$ cat src/rtl/pipelined_lookahead_subtractor.sv
// pipelined_lookahead_subtractor
// diff = a - b - borrow_in, resolved W = N/STAGES bits per register slice.
// Each slice does a full borrow-lookahead over its W bits and hands a
// registered borrow to the next slice. Operand bits still to be consumed are
// skewed forward, and finished diff bits accumulate so they leave aligned.
// The whole pipeline advances together on adv = !out_valid | out_ready.
// Optional feature macro: SUB_FLAGS_EN (ovf and zero flags). When it is
// undefined, ovf and zero are tied low and their registers are not built.
module pipelined_lookahead_subtractor #(
  parameter int N      = 32,
  parameter int STAGES = 4
) (
  input  logic         clk,
  input  logic         rst,
  input  logic         in_valid,
  output logic         in_ready,
  input  logic [N-1:0] a,
  input  logic [N-1:0] b,
  input  logic         borrow_in,
  output logic         out_valid,
  input  logic         out_ready,
  output logic [N-1:0] diff,
  output logic         borrow_out,
  output logic         ovf,
  output logic         zero
);

  localparam int W = N / STAGES;

  // Slice subtract in sum-of-products lookahead form: every borrow is built
  // from G/P terms and the slice borrow-in directly, not by rippling.
  function automatic logic [W:0] f_sub(input logic [W-1:0] x,
                                       input logic [W-1:0] y,
                                       input logic         bin);
    logic [W-1:0] g;
    logic [W-1:0] p;
    logic [W:0]   br;
    logic         t;
    g     = ~x & y;
    p     = ~(x ^ y);
    br    = '0;
    br[0] = bin;
    for (int i = 0; i < W; i++) begin
      for (int j = 0; j <= i; j++) begin
        t = g[j];
        for (int m = j + 1; m <= i; m++) t = t & p[m];
        br[i+1] = br[i+1] | t;
      end
      t = bin;
      for (int m = 0; m <= i; m++) t = t & p[m];
      br[i+1] = br[i+1] | t;
    end
    return {br[W], x ^ y ^ br[W-1:0]};
  endfunction

  logic w_adv;

  assign w_adv    = !out_valid || out_ready;
  assign in_ready = w_adv && !rst;

  for (genvar k = 0; k < STAGES; k++) begin : g_stg
    localparam int LO  = k * W;
    localparam int HI  = LO + W;
    localparam int REM = N - HI;

    logic [N-LO-1:0] w_src_a;
    logic [N-LO-1:0] w_src_b;
    logic            w_bin;
    logic            w_vin;
    logic [W:0]      w_res;
    logic [HI-1:0]   w_diff_nxt;
    logic            r_vld;
    logic            r_brw;
    logic [HI-1:0]   r_diff;

    if (k == 0) begin : g_head
      assign w_src_a    = a;
      assign w_src_b    = b;
      assign w_bin      = borrow_in;
      assign w_vin      = in_valid && in_ready;
      assign w_diff_nxt = w_res[W-1:0];
    end else begin : g_tail
      assign w_src_a    = g_stg[k-1].g_rem.r_a_rem;
      assign w_src_b    = g_stg[k-1].g_rem.r_b_rem;
      assign w_bin      = g_stg[k-1].r_brw;
      assign w_vin      = g_stg[k-1].r_vld;
      assign w_diff_nxt = {w_res[W-1:0], g_stg[k-1].r_diff};
    end

    assign w_res = f_sub(w_src_a[W-1:0], w_src_b[W-1:0], w_bin);

    // slice result register: valid, borrow to the next slice, diff so far
    always_ff @(posedge clk) begin
      if (rst) begin
        r_vld  <= 1'b0;
        r_brw  <= 1'b0;
        r_diff <= '0;
      end else if (w_adv) begin
        r_vld  <= w_vin;
        r_brw  <= w_res[W];
        r_diff <= w_diff_nxt;
      end
    end

    if (REM > 0) begin : g_rem
      logic [REM-1:0] r_a_rem;
      logic [REM-1:0] r_b_rem;
      // skew the not-yet-consumed operand bits toward later slices
      always_ff @(posedge clk) begin
        if (rst) begin
          r_a_rem <= '0;
          r_b_rem <= '0;
        end else if (w_adv) begin
          r_a_rem <= w_src_a[N-LO-1:W];
          r_b_rem <= w_src_b[N-LO-1:W];
        end
      end
    end

`ifdef SUB_FLAGS_EN
    logic r_zero;
    logic w_zin;

    if (k == 0) begin : g_zhead
      assign w_zin = 1'b1;
    end else begin : g_ztail
      assign w_zin = g_stg[k-1].r_zero;
    end

    // running all-zero flag, one slice of zero-detect per stage
    always_ff @(posedge clk) begin
      if (rst)        r_zero <= 1'b0;
      else if (w_adv) r_zero <= w_zin && (w_res[W-1:0] == '0);
    end

    if (k == STAGES - 1) begin : g_ovf
      logic r_ovf;
      // the last slice holds both operand sign bits and the diff sign bit
      always_ff @(posedge clk) begin
        if (rst)        r_ovf <= 1'b0;
        else if (w_adv) r_ovf <= (w_src_a[W-1] ^ w_src_b[W-1]) &
                                 (w_res[W-1] ^ w_src_a[W-1]);
      end
    end
`endif
  end

  assign out_valid  = g_stg[STAGES-1].r_vld;
  assign diff       = g_stg[STAGES-1].r_diff;
  assign borrow_out = g_stg[STAGES-1].r_brw;

`ifdef SUB_FLAGS_EN
  assign ovf  = g_stg[STAGES-1].g_ovf.r_ovf;
  assign zero = g_stg[STAGES-1].r_zero;
`else
  assign ovf  = 1'b0;
  assign zero = 1'b0;
`endif

endmodule
$ cat config.mk
export PLATFORM = sky130hd
export DESIGN_NAME = pipelined_lookahead_subtractor
export DESIGN_NICKNAME = d
export VERILOG_FILES = /design/src/rtl/pipelined_lookahead_subtractor.sv
export SDC_FILE = /design/constraint.sdc
export NUM_CORES = 1
export LEC_CHECK = 0
export CAP_MARGIN = 20
export CORE_MARGIN = 2
export CORE_UTILIZATION = 47
export CTS_CLUSTER_DIAMETER = 40
export DETAILED_ROUTE_END_ITERATION = 8
export PLACE_DENSITY_LB_ADDON = 0.25
export SYNTH_ARGS = -nofsm -noshare
export SYNTH_HDL_FRONTEND = slang
export SYNTH_SLANG_ARGS = --single-unit
$ cat constraint.sdc
create_clock -name clk -period 1.7 [get_ports clk]
set_input_delay 0.34 -clock clk [delete_from_list [all_inputs] [get_ports clk]]
set_output_delay 0.34 -clock clk [all_outputs]
set_load 0.005 [all_outputs]
### Yosys cells after proc, flatten, opt, wreduce, memory -nomap -nowiden

Index checks and enable logic that the tools add are counted.

| storage, ports and cells | value |
|---|---|
| input port bits | 69 |
| output and inout port bits | 37 |
| register bits | 184 |
| logic and storage cells | 331 |

| operators by class | value |
|---|---|
| bitwise operators | 308 |
| reduce and logical (&&, ||, !) cells | 5 |

Operators with widths:

| kind | number |
|---|---|
| 1-bit AND | 144 |
| 1-bit bitwise OR | 144 |
| 8-bit inverter | 8 |
| 8-bit bitwise XOR | 8 |
| 8-bit AND | 4 |
| 1-bit logical AND | 2 |
| 1-bit zero test | 2 |
| 1-bit logical OR | 1 |

### Longest topological paths before layout

Gate-level depths: netlist of run 1.

| logic depth | value |
|---|---|
| depth in word-level cells | 17 |
| gate-level depth with buffers | 7 |
| gate-level depth less buffers | 7 |

### Worst setup path before layout of run 1

OpenSTA, ideal clock, no wires.

| path | value |
|---|---|
| path kind | register to register |
| from | register g_stg[2].g_rem.r_a_rem[0] |
| to | register g_stg[3].r_diff[31], in the netlist diff[31] |
| data required time | 1.609 ns |
| period minus slack after synthesis | 1.858 ns |
| setup time | 0.091 ns |
| arrival | 1.767 ns |
| slack | -0.158 ns |
| stages on the path, launching flop included | 8 |
| buffers on the path | 0 |
| cell sequence | dfxtp_1 -> inv_1 -> ha_1 -> ha_1 -> o211ai_2 -> a21oi_1 -> or4_1 -> a311oi_1 |

| between the ends | value |
|---|---|
| longest elaborated chain between the ends | 16 |
| elaborated cells on any way between the ends | 25 |
| classes of those cells | bitwise (25) |

Ends and longest elaborated chain:

| what | line | source |
|---|---|---|
| from (decl) | 106 | `logic [REM-1:0] r_a_rem;` |
| from (signal assigned) | 114 | `r_a_rem <= w_src_a[N-LO-1:W];` |
| 8-bit inverter | 39 | `g = ~x & y;` |
| 8-bit AND | 39 |  |
| 1-bit AND (6 in a row) | 46 | `for (int m = j + 1; m <= i; m++) t = t & p[m];` |
| 1-bit bitwise OR (6 in a row) | 47 | `br[i+1] = br[i+1] \| t;` |
| 1-bit bitwise OR * | 51 | `br[i+1] = br[i+1] \| t;` |
| 8-bit bitwise XOR * | 53 | `return {br[W], x ^ y ^ br[W-1:0]};` |
| to (signal assigned) | 101 | `r_diff <= w_diff_nxt;` |
| to (decl) | 74 | `logic [HI-1:0] r_diff;` |

Every way passes the cells marked *; elsewhere a longest branch is shown, timed or not.
A chain may end at the register's enable or synchronous reset.

### Worst setup path after layout of run 1

| path | value |
|---|---|
| from | register g_stg[0].g_rem.r_a_rem[0] |
| to | register g_stg[1].r_diff[15] |

| between the ends | value |
|---|---|
| longest elaborated chain between the ends | 16 |
| elaborated cells on any way between the ends | 25 |
| classes of those cells | bitwise (25) |

Ends and longest elaborated chain:

| what | line |
|---|---|
| from (decl) | 106 |
| from (signal assigned) | 114 |
| 8-bit inverter | 39 |
| 8-bit AND | 39 |
| 1-bit AND (6 in a row) | 46 |
| 1-bit bitwise OR (6 in a row) | 47 |
| 1-bit bitwise OR * | 51 |
| 8-bit bitwise XOR * | 53 |
| to (signal assigned) | 101 |
| to (decl) | 74 |

Marked as above.

==> results of run 1 <==
sequential cells by signal (all words and copies together), names as in the netlist:
signal               cells
borrow_out               1
diff                    32
g_stg.g_rem.r_a_rem     48
g_stg.g_rem.r_b_rem     48
g_stg.r_brw              3
g_stg.r_diff            48
g_stg.r_vld              3
out_valid                1
path summary, 6_finish.rpt:
path | endpoint | slack (ns)
setup / recovery | g_stg[1].r_diff[15] | -0.15
hold / removal | g_stg[0].r_diff[0] | 0.33
setup reg to reg | g_stg[1].r_diff[15] | -0.15
hold reg to reg | diff[14] | 0.45
final cells by class:
type	instances	area, um2	area share, %
clock buffers	19	443	4.27
inverters	43	174	1.68
flip-flops and latches	184	3690	35.6
repair buffers	173	1660	16.0
multi-input cells	680	4000	38.6
well taps	216	270	2.61
clock inverters	13	124	1.20
per-layer routing:
metal	share of wire (%)	vias up	wire [um]	GRT usage (%)
met2	47	113	8110	31.5
met1	48	3031	8350	26.6
li1	-	3490	-	-
met4	1.4	2	240	7.55
met3	3.8	20	656	3.61
met5	0.069	-	12	0
power by group:
part / switching, W / internal [W] / total, W
sequential: 0.000155 / 0.00460 / 0.00476
clock: 0.00169 / 0.00207 / 0.00376
combinational: 0.000682 / 0.000801 / 0.00148
timing repair:
action,in CTS,in global routing
buffers inserted,3,7
resized for setup,29,36
setup endpoints to repair,19,23
pin swaps,11,17
hold buffers,0,0
worst reg2reg max path, delay by kind of cell, from the launching register on:
family                     cells  cell delay, ns
AOI/OAI and AO/OA              3            0.56
DFF                            1            0.33
and+or+nand+nor                1            0.42
buffers and inverters          1            0.05
adders and majority gates      2            0.40
Yosys cell counts, types with 5 or more instances:
master	n
nand2_1	306
dfxtp_1	184
a21oi_1	160
clkbuf_1	45
inv_1	43
nor2_1	43
ha_1	36
a211oi_1	20
buf_2	12
a21oi_2	10
a311oi_1	9
or3_1	9
nand4_1	8
o21ai_0	8
xnor2_1	8
nor3_1	7
buf_1	5
stage by stage:
step | hold WS, ns | total power [W] | setup slack [ns] | cells
2_1_floorplan | 0.429 | 0.00558 | -0.101 | 971
3_3_place_gp | 0.438 | 0.00612 | -0.747 | 1287
3_5_place_dp | 0.443 | 0.00615 | -0.754 | 1287
4_1_cts | 0.422 | 0.00999 | -0.149 | 1322
5_1_grt | 0.350 | 0.0105 | -0.202 | 1328
6_report | 0.328 | 0.0100 | -0.150 | 1328
kinds of logic (layout without fill, tap and decap cells):
| logic type | Yosys count | after routing | synth area share [%] |
|---|---|---|---|
| simple gates | 387 | 387 | 20.0 |
| buf+inv | 107 | 248 | 5.50 |
| compound gates | 239 | 239 | 18.4 |
| xor+xnor | 12 | 12 | 1.36 |
| fa+ha+maj | 40 | 40 | 6.88 |
| flops | 184 | 184 | 47.8 |
| other cells | 1 | 2 | 0.0486 |
==> results.toml, run 1 <==
[routing]
wire_per_inst_um = 13.1
wl_mm = 17.4
vias = 6656
first_pass_iters = 4
vias_per_cell = 5.01
antenna_left = 0
dr.first_iter.drc_count = 352
drc = 0

[logic_synthesis]
yosysSeqAreaShare_pct = 47.8
synth_seq_cells = 184
syn_area_um2 = 7710
synth-edff-count = 0
synth.area.top_cells = "dfxtp_1, nand2_1, a21oi_1, ha_1, clkbuf_1"
synth_flop_cell = "dfxtp_1"
synthDistinctLibCells = 38
synth_top_area_share_pct = 47.8
ys_async_sr_fraction_pct = 0
synth_cells = 970
avgSynthCellArea_um2 = 7.95
yosys_warnings = 0
yosys.area.top_type = "dfxtp_1"

[clocking]
cts_max_level = 4
cts_root_buf = "clkbuf_16"
tritoncts = "done"
cts_buffer_depth = 2
cts_buffers = 17
cts_sinks = 184
clk_transition_reported_paths_ns = 0.07
clock_latency_ns = 0.43

[worst_hold_path]
min_path_cells = 3
hp-class = "in -> reg"
min_from = "b[0]"

[cells_and_area]
post-route-cell-area_um2 = 10400
num-nets-final = 1208
area_delta_synth_final_pct = 34.4
drive_above_1_share_pct = 15.8
final_core_util_pct = 65.0
final_cell_mix = "nand2_1, dfxtp_1, a21oi_1"
fillCellCount = 1379
insertedDiodeCount = 0
mostFrequentLayoutCell = "nand2_1"

[global_route]
grt_max_degree = 92
gr-total-overflow = 0
grt_pass1_vias = 6215
grt_pass1_wl_mm = 28.6
track_usage_pct = 19.7
grt_antenna_before_repair = 1

[critical_path]
critPathCaptureType = "flip-flop"
path_cells = "inv_2, ha_4, ha_4, o211ai_4, a21oi_2, or4_1, a311oi_1"
critPathSlowestCell = "or4_1"
crit_top_cell = "ha_4"
cp_num_buf_inv = 1
reg2reg_depth = 7
cp-start-kind = "flip-flop"
required_ns = 2.03
r2r_start = "g_stg[0].g_rem.r_a_rem[0]"
max_stage_delay_ns = 0.42
cp.depth = 7
crit_family = "compound AO/OA/AOI/OAI gates"
cp-startpoint = "g_stg[0].g_rem.r_a_rem[0]"
crit_type = "reg -> reg"
critPathMaxFanout = 3
critical_path_arrival_ns = 2.18

[floorplanning]
ios = 106
core_area_um2 = 15900
initial_core_util_pct = 48.4
dieHeight_um = 132
dieWidth_um = 132
die_area_um2 = 17500
rows = 46

[sta]
finClkSkew_ns = 0.00657
fmax_ghz = 0.541
drv_slew = 0
setup_viol = 14
fin_ws_ns = -0.150
rsz0062_at_grt = "true"
hold_viol = 0
min_period_ns = 1.85
fin_crit_sh_pct = 109
tns_ns = -0.731

[placed_design]
place_congestion = 0.832
io_buffers = 103
dpl-instance-area_um2 = 9420
hpwl_mm = 11.1

[pwr]
leakage_nw = 4.12
p_per_area_nw_per_um2 = 965
ir_drop_uv = 658

[run]
cap_violations = 0

[status]
violations = "negative setup slack"
status = "complete, but fails checks"
No activity file was read; power rests on OpenSTA's default activity.
==> run 2: changes to the inputs <==
SLEW_MARGIN = 40   (was default)
==> results of run 2 <==
Same layout as run 1: the final DEF is identical, and so are final timing and power.
==> run 3: changes to the inputs <==
ABC_CLOCK_PERIOD_IN_PS = 1700   (was default)
TNS_END_PERCENT = 20   (was default)
==> results.toml, run 3 (synthesis gave the netlist of run 1 again) <==
[floorplanning]
die_area_um2 = 17500
ios = 106
initial_core_util_pct = 48.4
rows = 46
core_area_um2 = 15900
dieHeight_um = 132
dieWidth_um = 132

[critical_path]
critical_path_arrival_ns = 2.19
required_ns = 2.04
crit_type = "reg -> reg"
r2r_start = "g_stg[1].g_rem.r_a_rem[0]"
critPathCaptureType = "flip-flop"
cp-startpoint = "g_stg[1].g_rem.r_a_rem[0]"
critPathMaxFanout = 3
cp-start-kind = "flip-flop"
reg2reg_depth = 8

[routing]
vias = 6700
dr.first_iter.drc_count = 411
first_pass_iters = 4
antenna_left = 0
drc = 0
vias_per_cell = 5.01
wl_mm = 17.6
wire_per_inst_um = 13.1

[cells_and_area]
final_core_util_pct = 65.6
drive_above_1_share_pct = 16.6
area_delta_synth_final_pct = 35.7
insertedDiodeCount = 0
num-nets-final = 1218
mostFrequentLayoutCell = "nand2_1"
reg_top3 = "g_stg.g_rem.r_a_rem x48, g_stg.g_rem.r_b_rem x48, g_stg.r_diff x48"
finalNonFillerCells = 1338
final_cell_mix = "nand2_1, dfxtp_1, a21oi_1"

[sta]
whs_ns = 0.386
fin_ws_ns = -0.153
min_period_ns = 1.85
drv_slew = 0
rsz0062_at_grt = "true"
fmax_ghz = 0.540
finClkSkew_ns = 0.00779
setup_viol = 10
fin_crit_sh_pct = 109
hold_viol = 0

[worst_hold_path]
min_from = "rst"
hp-class = "in -> reg"
min_path_cells = 3

[status]
status = "complete, but fails checks"
violations = "negative setup slack"

[global_route]
grt_max_degree = 71
grt_pass1_wl_mm = 28.8
grt_pass1_vias = 6285
grt_antenna_before_repair = 0
track_usage_pct = 20.0
gr-total-overflow = 0

[clocking]
cts_buffer_depth = 2
clock_latency_ns = 0.43
tritoncts = "done"
ctsHoldBuffers = 0
cts_root_buf = "clkbuf_16"
cts_sinks = 184
cts_max_level = 4
clk_transition_reported_paths_ns = 0.07
cts_buffers = 17

[placed_design]
io_buffers = 103
dp_cells = 1299
pre_cts_slack_ns = -0.869
hpwl_mm = 11.5
place_congestion = 0.841

[pwr]
leakage_nw = 4.14
p_total_w = 0.0101
ir_drop_uv = 751
p_per_area_nw_per_um2 = 963

[run]
cap_violations = 0
[run 3: repair_timing]
item | CTS | global route
pin swaps | 15 | 17
gates resized for setup | 37 | 38
setup buffers | 6 | 1
setup endpoints to repair | 23 | 25
[run 3: critical path, stage by stage (launching register included)]
cell      delay [ns]
dfxtp_2         0.33
inv_2           0.05
ha_4            0.24
ha_4            0.17
o211ai_4        0.21
buf_4           0.16
a21boi_2        0.07
or3_1           0.33
a311oi_2        0.19
[run 3: per-stage QoR]
step	cell area [um2]	TNS (ns)
final	10500	-0.808
after global routing	10500	-1.64
after CTS	10200	-1.11
after detailed placement	9460	-25.96
after global placement	9460	-23.18
after floorplan	7770	-0.601
[run 3: cell type report]
cell class	count	area [um2]
Fill cell	1342	5480
Sequential cell	184	3690
Tap cell	216	270
Timing Repair Buffer	183	1730
Inverter	43	174
Clock buffer	22	474
Multi-Input combinational cell	680	4030
Clock inverter	10	96.3
[run 3: power by group]
part	leakage (nW)	internal, W	switching [W]
sequential	1.52	0.00461	0.000160
clock	0.280	0.00214	0.00167
combinational	2.35	0.000810	0.000691
[run 3: worst paths after layout]
check                                                 end  slack [ns]
worst min register to register                   diff[16]        0.45
worst max register to register        g_stg[2].r_diff[20]       -0.15
worst min-delay path            g_stg[0].g_rem.r_a_rem[3]        0.39
worst max-delay path                  g_stg[2].r_diff[20]       -0.15
[run 3: layer usage]
layer,track usage [%],up-vias,wire [um]
met5,0,-,0
met4,7.61,0,311
met3,4.00,27,535
met2,32.5,107,8340
met1,26.2,3056,8370
li1,-,3510,-
